[src/rtl/crc_pkg.sv]
// Shared constants and state encoding for the CRC-32/IEEE frame checker.
// The reflected polynomial is used because bytes are absorbed LSB first.
package crc_pkg;

    // Reflected CRC-32/IEEE parameters
    localparam logic [31:0] CRC_POLY   = 32'hEDB88320;
    localparam logic [31:0] CRC_INIT   = 32'hFFFFFFFF;
    localparam logic [31:0] CRC_XOROUT = 32'hFFFFFFFF;

    // Frame-controller states, kept as plain constants so that older tools
    // and hand-written waveform decoders see a fixed two-bit encoding
    typedef logic [1:0] estado_t;

    localparam estado_t ST_IDLE     = 2'd0;
    localparam estado_t ST_RECEBE   = 2'd1;
    localparam estado_t ST_FINALIZA = 2'd2;
    localparam estado_t ST_PRONTO   = 2'd3;

    // One shift step of the reflected CRC register: shift towards the LSB
    // and fold the polynomial back in when a one falls out
    function automatic logic [31:0] crc_bit_step(input logic [31:0] c);
        logic [31:0] shifted;
        shifted = {1'b0, c[31:1]};
        if (c[0]) begin
            return shifted ^ CRC_POLY;
        end else begin
            return shifted;
        end
    endfunction

endpackage

[src/rtl/crc32_byte.sv]
// Purely combinational absorption of one byte into a running reflected
// CRC-32. All eight bit steps are unrolled so a byte is consumed per cycle.
module crc32_byte
    import crc_pkg::*;
(
    input  logic [31:0] crc,
    input  logic [7:0]  data,
    output logic [31:0] next_crc
);

    // The byte is XORed into the low end first because bits enter LSB first
    function automatic logic [31:0] absorb_byte(input logic [31:0] c_in,
                                                input logic [7:0]  d_in);
        logic [31:0] acc;
        acc = c_in ^ {24'h000000, d_in};
        for (int i = 0; i < 8; i++) begin
            acc = crc_bit_step(acc);
        end
        return acc;
    endfunction

    // Unrolled eight-step update
    always_comb begin
        next_crc = absorb_byte(crc, data);
    end

endmodule

[src/rtl/calculador_crc32.sv]
// Frame CRC-32 checker. A START pulse captures the byte count and the
// expected CRC; payload bytes arrive over a valid/ready handshake; once the
// last byte is absorbed the final CRC and the mismatch flag are registered
// and DONE is raised until the next frame is accepted.
module calculador_crc32
    import crc_pkg::*;
#(
    parameter int LEN_W = 16
) (
    input  logic             CLK,
    input  logic             RST,
    input  logic             START,
    input  logic [LEN_W-1:0] LEN,
    input  logic [31:0]      EXPECTED,
    input  logic [7:0]       DATA_IN,
    input  logic             DATA_VALID,
    output logic             DATA_READY,
    output logic [31:0]      CRC_OUT,
    output logic             TESTE_ERRO,
    output logic             DONE,
    output logic             BUSY
);

    localparam logic [LEN_W-1:0] CNT_ZERO = {LEN_W{1'b0}};
    localparam logic [LEN_W-1:0] CNT_UM   = {{(LEN_W-1){1'b0}}, 1'b1};

    estado_t          estado_q,    estado_d;
    logic [31:0]      crc_q,       crc_d;
    logic [LEN_W-1:0] cnt_q,       cnt_d;
    logic [31:0]      esperado_q,  esperado_d;
    logic [31:0]      crc_out_q,   crc_out_d;
    logic             erro_q,      erro_d;
    logic             done_q,      done_d;

    logic [31:0]      crc_byte_s;
    logic [31:0]      crc_final_s;

    crc32_byte u_crc32_byte (
        .crc      (crc_q),
        .data     (DATA_IN),
        .next_crc (crc_byte_s)
    );

    assign crc_final_s = crc_q ^ CRC_XOROUT;

    // Next-state and datapath decisions for the frame controller
    always_comb begin
        estado_d   = estado_q;
        crc_d      = crc_q;
        cnt_d      = cnt_q;
        esperado_d = esperado_q;
        crc_out_d  = crc_out_q;
        erro_d     = erro_q;
        // DONE follows the PRONTO state one cycle late, so it stays high for
        // the cycle after a new START and appears two cycles after the
        // final transfer
        done_d     = (estado_q == ST_PRONTO);

        case (estado_q)
            ST_IDLE, ST_PRONTO: begin
                if (START) begin
                    crc_d      = CRC_INIT;
                    cnt_d      = LEN;
                    esperado_d = EXPECTED;
                    if (LEN == CNT_ZERO) begin
                        estado_d = ST_FINALIZA;
                    end else begin
                        estado_d = ST_RECEBE;
                    end
                end else begin
                    estado_d = estado_q;
                end
            end

            ST_RECEBE: begin
                // START is deliberately not examined here
                if (DATA_VALID) begin
                    crc_d = crc_byte_s;
                    cnt_d = cnt_q - CNT_UM;
                    if (cnt_q == CNT_UM) begin
                        estado_d = ST_FINALIZA;
                    end else begin
                        estado_d = ST_RECEBE;
                    end
                end else begin
                    estado_d = ST_RECEBE;
                end
            end

            ST_FINALIZA: begin
                crc_out_d = crc_final_s;
                erro_d    = (crc_final_s != esperado_q);
                estado_d  = ST_PRONTO;
            end

            default: begin
                estado_d = ST_IDLE;
            end
        endcase
    end

    // State and datapath registers with asynchronous reset
    always_ff @(posedge CLK or posedge RST) begin
        if (RST) begin
            estado_q   <= ST_IDLE;
            crc_q      <= CRC_INIT;
            cnt_q      <= CNT_ZERO;
            esperado_q <= 32'h00000000;
            crc_out_q  <= 32'h00000000;
            erro_q     <= 1'b0;
            done_q     <= 1'b0;
        end else begin
            estado_q   <= estado_d;
            crc_q      <= crc_d;
            cnt_q      <= cnt_d;
            esperado_q <= esperado_d;
            crc_out_q  <= crc_out_d;
            erro_q     <= erro_d;
            done_q     <= done_d;
        end
    end

    // Handshake and status are decoded from the state register only
    assign DATA_READY = (estado_q == ST_RECEBE);
    assign BUSY       = (estado_q == ST_RECEBE) || (estado_q == ST_FINALIZA);
    assign DONE       = done_q;
    assign CRC_OUT    = crc_out_q;
    assign TESTE_ERRO = erro_q;

endmodule

[config.mk]
export PLATFORM = sky130hd
export DESIGN_NAME = calculador_crc32
export DESIGN_NICKNAME = d
export VERILOG_FILES = /design/src/rtl/crc_pkg.sv /design/src/rtl/crc32_byte.sv /design/src/rtl/calculador_crc32.sv
export SDC_FILE = /design/constraint.sdc
export NUM_CORES = 1
export LEC_CHECK = 0
export ABC_AREA = 0
export BUFFER_PORTS_ARGS = -buffer_cell sky130_fd_sc_hd__buf_2
export CAP_MARGIN = 20
export CORE_MARGIN = 2
export CORE_UTILIZATION = 56
export CTS_BUF_LIST = sky130_fd_sc_hd__clkbuf_8
export CTS_CLUSTER_DIAMETER = 200
export DETAILED_ROUTE_END_ITERATION = 8
export GPL_TIMING_DRIVEN = 1
export PLACE_DENSITY = 0.86
export SLEW_MARGIN = 40
export SYNTH_ARGS = -nofsm -noshare
export SYNTH_HDL_FRONTEND = slang
export SYNTH_SLANG_ARGS = --single-unit
[constraint.sdc]
create_clock -name CLK -period 7.4 [get_ports CLK]
set_input_delay 0.74 -clock CLK [delete_from_list [all_inputs] [get_ports CLK]]
set_output_delay 0.74 -clock CLK [all_outputs]
set_load 0.01 [all_outputs]
==> results.txt, run 1 <==
The flow ran to the end, and the final reports show no timing, DRC or antenna violations. Walking the worst path, the cells encountered are inv_1 > ha_2 > mux2_2 > and2_4 > nand2_1 > o22ai_1 > a21oi_1. Hold is met by 0.402 ns. The number of buffers inserted by post-CTS setup repair came out at 0.

The power share of the sequential group came out at 0.334. Sorting the synthesized cells by area gives the leading types as dfrtp_1 (36%), dfstp_2 (14%), xnor2_1 (9.8%). The maximum clock rate came out at 361 MHz. Once detailed placement completed, the half-perimeter wirelength came to 9.77 mm. Among all cell types in the netlist, the one instantiated most often is dfrtp_1. On the critical path the largest part of the delay comes from simple AND/OR/NAND/NOR gates. The number of nets in the layout is 690. The cell accounting for the most synthesized area is dfrtp_1. Relative to the synthesized area, the layout overhead comes to 18.7%. Of the synthesized area, sequential elements account for 0.505. The count of antenna diodes in the layout came out at 0. The initial antenna violation count is 0.

Summed over all layers, the global routing overflow is 0. The layout cell share with drive strength beyond 1 came out at 0.332. Setup repair after global routing left no endpoint under its margin. The internal power of the cells is 2.21 mW. For this block, the routed nets add up to 14.2 mm of wire.

The first-pass GRT wire length came out at 22.8 mm. The clock network fraction of total power came out at 0.190. The power density over the cells is 538 nW/um^2.

Clock tree synthesis found a total of 116 sinks. The number of DRC violations after detailed routing came out at 0. The clock period minus worst slack came out at 2.77 ns.

For this design the total switching power over the nets is 1.51 mW. The number of buffers inserted during clock tree synthesis came out at 17. The worst setup path is launched from a flip-flop. The total of buffers placed on input and output ports came out at 95. STA classifies the critical path endpoint as a flip-flop. Once the clock tree was built, the resizer swapped 0 gates to a different size. The max-slew violation count is 0. The average wire length per cell after detail routing came out at 18.3 microns. The die area came out at 11200 sq um. The number of hold buffers added after cts came out at 0. The number of hold-slack violations in the final timing report came out at 0. The share of the clock period used by the worst path is 0.374. The cell area after technology mapping came out at 5830 sq um.

The number of global-route vias before repair came out at 4487. The number of cell rows came out at 37. The starting DRC count in detailed routing came out at 358. Of the total power, the share spent switching nets is 0.407. Yosys mapped a number of flops with a built-in enable equal to 0. Across the VDD grid, the largest voltage drop is 0.293 mV. The max-cap check violation count is 0.

The clock insertion delay at the later pin of the skew report came out at 0.42 ns. The H-tree was split into 4 levels. The largest net degree at the start of global routing came out at 65. For this run, the slowest stage of the critical path takes 0.57 ns. The vertical die dimension came out at 106 microns. The cell leakage power came out at 2.93 nW. The number of placed I/O pins came out at 96. The logic gate share of total power came out at 0.476.

The TritonCTS clock tree is built. The number of library cell types mapped by synthesis is 41. The number of vias per cell after detailed routing came out at 5.78. The mean instance size in the synthesized netlist is 11.0 sq um. The global-route usage over all layers came out at 0.264. The number of warnings printed during yosys synthesis came out at 0. The count of nets left with antenna violations once routing finished came out at 0. The placeable core area came out at 10200 sq um. The routed layout has 4472 vias.

The maximum fanout encountered on the critical timing path is 63. For this configuration, the core starts out at a cell density of 0.570. The worst-case clock skew is 0.00974 ns.

The area share of the leading cell type in the synthesized netlist is 0.361. The pre-antenna-repair detailed-routing pass consisted of 5 iterations. The required time of the critical path came out at 7.67 ns. Of all flip-flops after synthesis, the portion carrying an async set or reset was 1.00. Clock tree synthesis selected as its root buffer the cell clkbuf_8.

On the critical path, the stage with the largest delay is an instance of and2_4. The min-delay analysis places its worst path in the category input pin to async pin. The total setup violations reported at the end of the flow is 0.

Data on the critical path arrives at its endpoint at 3.04 ns. The longest clock path from root to sink contains 2 buffers. The placer congestion estimate is 0.952. The transition time of the tightest slew-check pin came out at 0.723 ns.

Summed over all failing endpoints, the final setup total negative slack is 0 ns. Together, buffers and inverters on the worst path number 1. The synthesized netlist cell count came out at 529.

The synthesis-stage register bit count came out at 116. The category of the critical setup timing path is flip-flop to flip-flop. Clock-pin slew was measured on the worst setup and hold paths at 0.08 ns.

In the synthesized netlist the dominant register cell turns out to be dfrtp_1. The floorplan step set the die width to 106 microns. The worst slew margin relative to its limit came out at 0.515. Ranked by instance count, the synthesized netlist is headed by dfrtp_1 (84), nor2_1 (69), a21oi_1 (65), xnor2_1 (65), mux2_2 (33).

The number of nets produced by synthesis came out at 594.
through the flow:
stage | std cells | cell area, sq um | util | worst slack (ns) | power [mW]
finish | 774 | 6920 | 0.676 | 4.63 | 3.72
global route | 774 | 6920 | 0.676 | 4.44 | 3.96
CTS | 774 | 6910 | 0.675 | 4.38 | 3.72
detailed placement | 742 | 6430 | 0.628 | 4.44 | 2.98
global placement | 742 | 6430 | 0.628 | 4.21 | 2.87
floorplan | 529 | 5830 | - | 3.64 | 2.53
sequential cells by signal, indices dropped and copies added (netlist names):
name / flops
crc_q: 32
cnt_q: 16
TESTE_ERRO: 1
CRC_OUT: 32
DONE: 1
esperado_q: 32
estado_q: 2
worst reg2reg max path, stage by stage, from the launching register on:
cell     delay, ns
dfrtp_1       0.42
inv_1         0.07
ha_2          0.48
mux2_2        0.26
and2_4        0.57
nand2_1       0.47
o22ai_1       0.26
a21oi_1       0.08
metal layers:
layer | vias to the layer above | wire, microns | global-route usage
met2 | 198 | 6890 | 0.424
met3 | 25 | 888 | 0.0546
met4 | 0 | 292 | 0.107
li1 | 2040 | - | -
met1 | 2209 | 6090 | 0.355
met5 | - | 0 | 0
placed cells by master, fill, tap and decap left out, drive strengths merged, types with 2 or more instances in the layout:
cell,Yosys,routed
clkinvlp,0,3
nor2,69,69
a21oi,65,65
ha,5,5
nand4,4,4
or3,2,2
clkinv,0,4
o22a,8,8
bufinv,0,6
a211oi,2,2
xnor2,72,72
nor4,8,8
o22ai,13,13
mux2i,11,11
buf,3,99
mux2,33,33
or4,2,2
nand2,14,14
inv,10,11
a31oi,5,5
xor2,21,21
nor3,12,12
xnor3,2,2
dfrtp,84,84
dfstp,32,32
nand3,7,7
a22oi,3,3
o21ai,12,12
clkbuf,19,18
power groups by stage:
stage	Sequential (mW)	Combinational [mW]	Clock [mW]
after CTS	1.24	1.77	0.715
after detailed placement	1.24	1.74	0
after floorplan	1.21	1.32	0
after global routing	1.28	1.94	0.745
after global placement	1.23	1.65	0
final	1.24	1.77	0.709
cells by family after synthesis:
kind of cell	after synthesis	synth area share
buf+inv	32	0.0206
xor+xnor	96	0.176
fa+ha+maj	5	0.0107
simple gates	125	0.0964
compound gates	111	0.109
mux	44	0.0827
flops	116	0.505
area by class of cell:
type	count	area [sq um]
timing repair buffer	99	509
clock buffer	18	248
multi-input combinational	381	2770
tap	136	170
clock inverter	14	234
fill	764	3310
inverter	10	40.0
sequential	116	2940
worst paths after layout:
path,start,to,slack [ns],depth (start not counted)
setup / recovery,estado_q[1]$_DFFE_PP0P_,cnt_q[5]$_DFFE_PP0P_,4.63,7
hold / removal,RST,CRC_OUT[22]$_DFFE_PP0P_,0.40,2
setup reg to reg,estado_q[1]$_DFFE_PP0P_,cnt_q[5]$_DFFE_PP0P_,4.63,7
hold reg to reg,CRC_OUT[29]$_DFFE_PP0P_,CRC_OUT[29]$_DFFE_PP0P_,0.53,2
max in group asynchronous,RST,crc_q[11]$_DFFE_PP1P_,6.02,3
min in group CLK,CRC_OUT[29]$_DFFE_PP0P_,CRC_OUT[29]$_DFFE_PP0P_,0.53,2
(Power assumes the default switching activity.)
==> inputs of run 2 (changes only) <==
- CORE_UTILIZATION: 56 -> 53
- clock period: 7.4 -> 2.4 ns (I/O delays scaled with it)
==> run 2 against run 1 <==
  * Sequential power grew to 3.1 times the previous value
  * Die area is 5.4% higher
  * Worst hold slack worse by 0.38 ns
  * First-iteration DRC count is 26% lower
  * Routed wire length is 0.31% higher
  * Global-route usage is 0.41 points lower
  * Total power grew to 3.0 times the previous value
  * Critical path type unchanged
  * Largest power group unchanged
==> results.txt, run 2 (synthesis gave the netlist of run 1 again) <==
The number of global-route vias before repair came out at 4536. The power share of the sequential group came out at 0.343. The worst voltage drop across the vdd grid came out at 0.858 mV. The number of detailed-route iterations in the first pass came out at 7. Between clock sinks in the finished design, the worst skew comes to 0.00989 ns. The clock insertion delay at the later pin of the skew report is 0.44 ns. The met3 wirelength from detailed routing is 735 microns. The sum of overflow across all layers after global routing is 0. The worst setup path is launched from a flip-flop. The global-route usage over all layers came out at 0.260. The total number of clock tree sinks is 116. The TritonCTS clock tree is built. The detailed router put a total of 6.13 mm of wire on met1. The worst-case setup slack after placement came out at 0.0706 ns.

At the worst endpoint, the required time is 2.71 ns. The placer congestion estimate is 0.941. For this block, the initial DRC count from the detailed router was 265. The first-pass GRT wire length is 23.1 mm.

The buffer depth of the longest clock path is 2. Hold is met by 0.0252 ns. The post-DP HPWL is 10.1 mm. The number of buffers inserted by post-CTS setup repair came out at 0. The transition time of the tightest slew-check pin is 0.708 ns. The clock network fraction of total power came out at 0.160. The number of buffers inserted during clock tree synthesis came out at 17.

Setup repair after global routing left no endpoint under its margin. The initialized floorplan defines 38 standard-cell rows. The clock root buffer is clkbuf_8. Static timing analysis puts the maximum clock frequency at 456 MHz. In this run the tool buffered the top-level ports with 95 buffer cells. The layout-stage area growth over the synthesis result is 18.5%.

The number of placed I/O pins is 96. The worst slew margin relative to its limit came out at 0.527. Leaving out fill and tap cells, the most frequent cell in the layout is buf_2. The overall via count from detail_route is 4439. Of the total power, the share spent switching nets is 0.415. The number of vias per cell after detailed routing is 5.65. The clock transition at the registers of the reported paths is 0.07 ns. STA classifies the critical path endpoint as a flip-flop.

The max-slew violation count came to 0. The layout cell share with drive strength beyond 1 is 0.333. In the final timing run, aggregate negative setup slack is 0 ns. The layout has 824 filler cells. The initial antenna violation count came out at 0. The remaining antenna violation count after routing is 0. The effective utilization at floorplan is 0.540. The internal power of the cells is 6.49 mW. The largest net degree at the start of global routing came out at 65. After detailed routing, no signal wire sits above met4. Max-cap violations in this run came to 0. For this design the ratio of total power to cell area is 1600 nW/um^2.

The die area came out at 11900 sq um. The deepest level of the CTS H-tree is 4. The number of DRC violations after detailed routing came out at 0. The average wire length per cell after detail routing is 18.1 microns.

The worst setup path is of the flip-flop to flip-flop kind. The vertical die dimension came out at 109 microns. The cell leakage power is 2.94 nW. The die extent in x came out at 109 microns. The total power draw came out at 11.1 mW.

The number of nets in the layout came out at 697. Wires add up to 14.2 mm. After layout, the worst setup slack is 0.205 ns.

The path category of the worst min-delay check is input pin to flip-flop. The number of hold-slack violations in the final timing report came out at 0. The total setup violations reported at the end of the flow is 0.

Summed over all nets, wire length on met2 after detailed routing comes to 7.03 mm. The clock period minus worst slack came out at 2.19 ns. Of the total power, combinational logic draws 0.496.

In the layout the commonest cells are buf_2 (95), dfrtp_1 (84), nor2_1 (69), xnor2_1 (65), a21oi_1 (65). The maximum fanout encountered on the critical timing path is 28. Data arrives at the worst endpoint at 2.51 ns. The share of the clock period used by the worst path is 0.914. The switching component of the power came out at 4.59 mW. The run finished with clean final reports. The count of antenna diodes in the layout is 0. The core region is 10800 sq um.
[run 2: changes by cell type in the layout (fill, tap and decap cells not counted), sizes merged]
cell         delta
clkbuf          +2
inv             +1
buf             +6
dlygate4sd3     +1
bufinv          -4
clkinvlp        +1
[run 2: final timing paths]
check | from | to | slack [ns] | depth (start not counted)
worst max-delay path | estado_q[0]$_DFFE_PP0P_ | cnt_q[14]$_DFFE_PP0P_ | 0.21 | 7
worst min-delay path | EXPECTED[1] | esperado_q[1]$_DFFE_PP0P_ | 0.03 | 2
worst max register to register | estado_q[0]$_DFFE_PP0P_ | cnt_q[14]$_DFFE_PP0P_ | 0.21 | 7
worst min register to register | TESTE_ERRO$_DFFE_PP0P_ | TESTE_ERRO$_DFFE_PP0P_ | 0.52 | 2
max in group asynchronous | RST | crc_q[4]$_DFFE_PP1P_ | 1.23 | 4
min in group asynchronous | RST | CRC_OUT[30]$_DFFE_PP0P_ | 0.46 | 3
[run 2: critical path: stages (launching register included)]
cell      delay (ns)
dfrtp_1         0.40
inv_1           0.09
ha_2            0.32
nand2b_1        0.19
and2_4          0.37
nand2_1         0.37
o22ai_1         0.26
a21oi_1         0.06
[run 2: cell type report]
| type | count | area, sq um | area share |
|---|---|---|---|
| clock buffer | 20 | 275 | 0.0399 |
| inverter | 10 | 41.3 | 0.00598 |
| sequential | 116 | 2940 | 0.426 |
| tap | 140 | 175 | 0.0254 |
| timing repair buffer | 106 | 586 | 0.0848 |
| multi-input combinational | 381 | 2770 | 0.401 |
| clock inverter | 12 | 114 | 0.0165 |
[run 2: routing by layer]
metal	up-vias	GRT usage
met4	0	0.0980
met2	152	0.422
met5	-	0
li1	2051	-
met1	2204	0.338
met3	32	0.0652
[run 2: what timing repair did]
item | 4_1_cts | 5_1_grt
setup endpoints to repair | 0 | 26
hold buffers | 1 | 0
hold endpoints to repair | 21 | 0
gates resized for setup | 0 | 1
[run 2: through the flow]
stage / utilization / cells / cell area [sq um]
final: 0.640 / 785 / 6900
after global routing: 0.640 / 785 / 6900
after CTS: 0.640 / 785 / 6900
after detailed placement: 0.603 / 752 / 6500
after global placement: 0.603 / 752 / 6500
after floorplan: - / 529 / 5830
[run 2: power by group through the flow]
stage / clock network (mW) / logic (mW) / registers [mW]
after global routing: 1.89 / 6.06 / 3.92
after global placement: 0 / 5.21 / 3.77
after floorplan: 0 / 4.06 / 3.73
final: 1.77 / 5.50 / 3.80
after CTS: 1.80 / 5.50 / 3.79
after detailed placement: 0 / 5.44 / 3.81
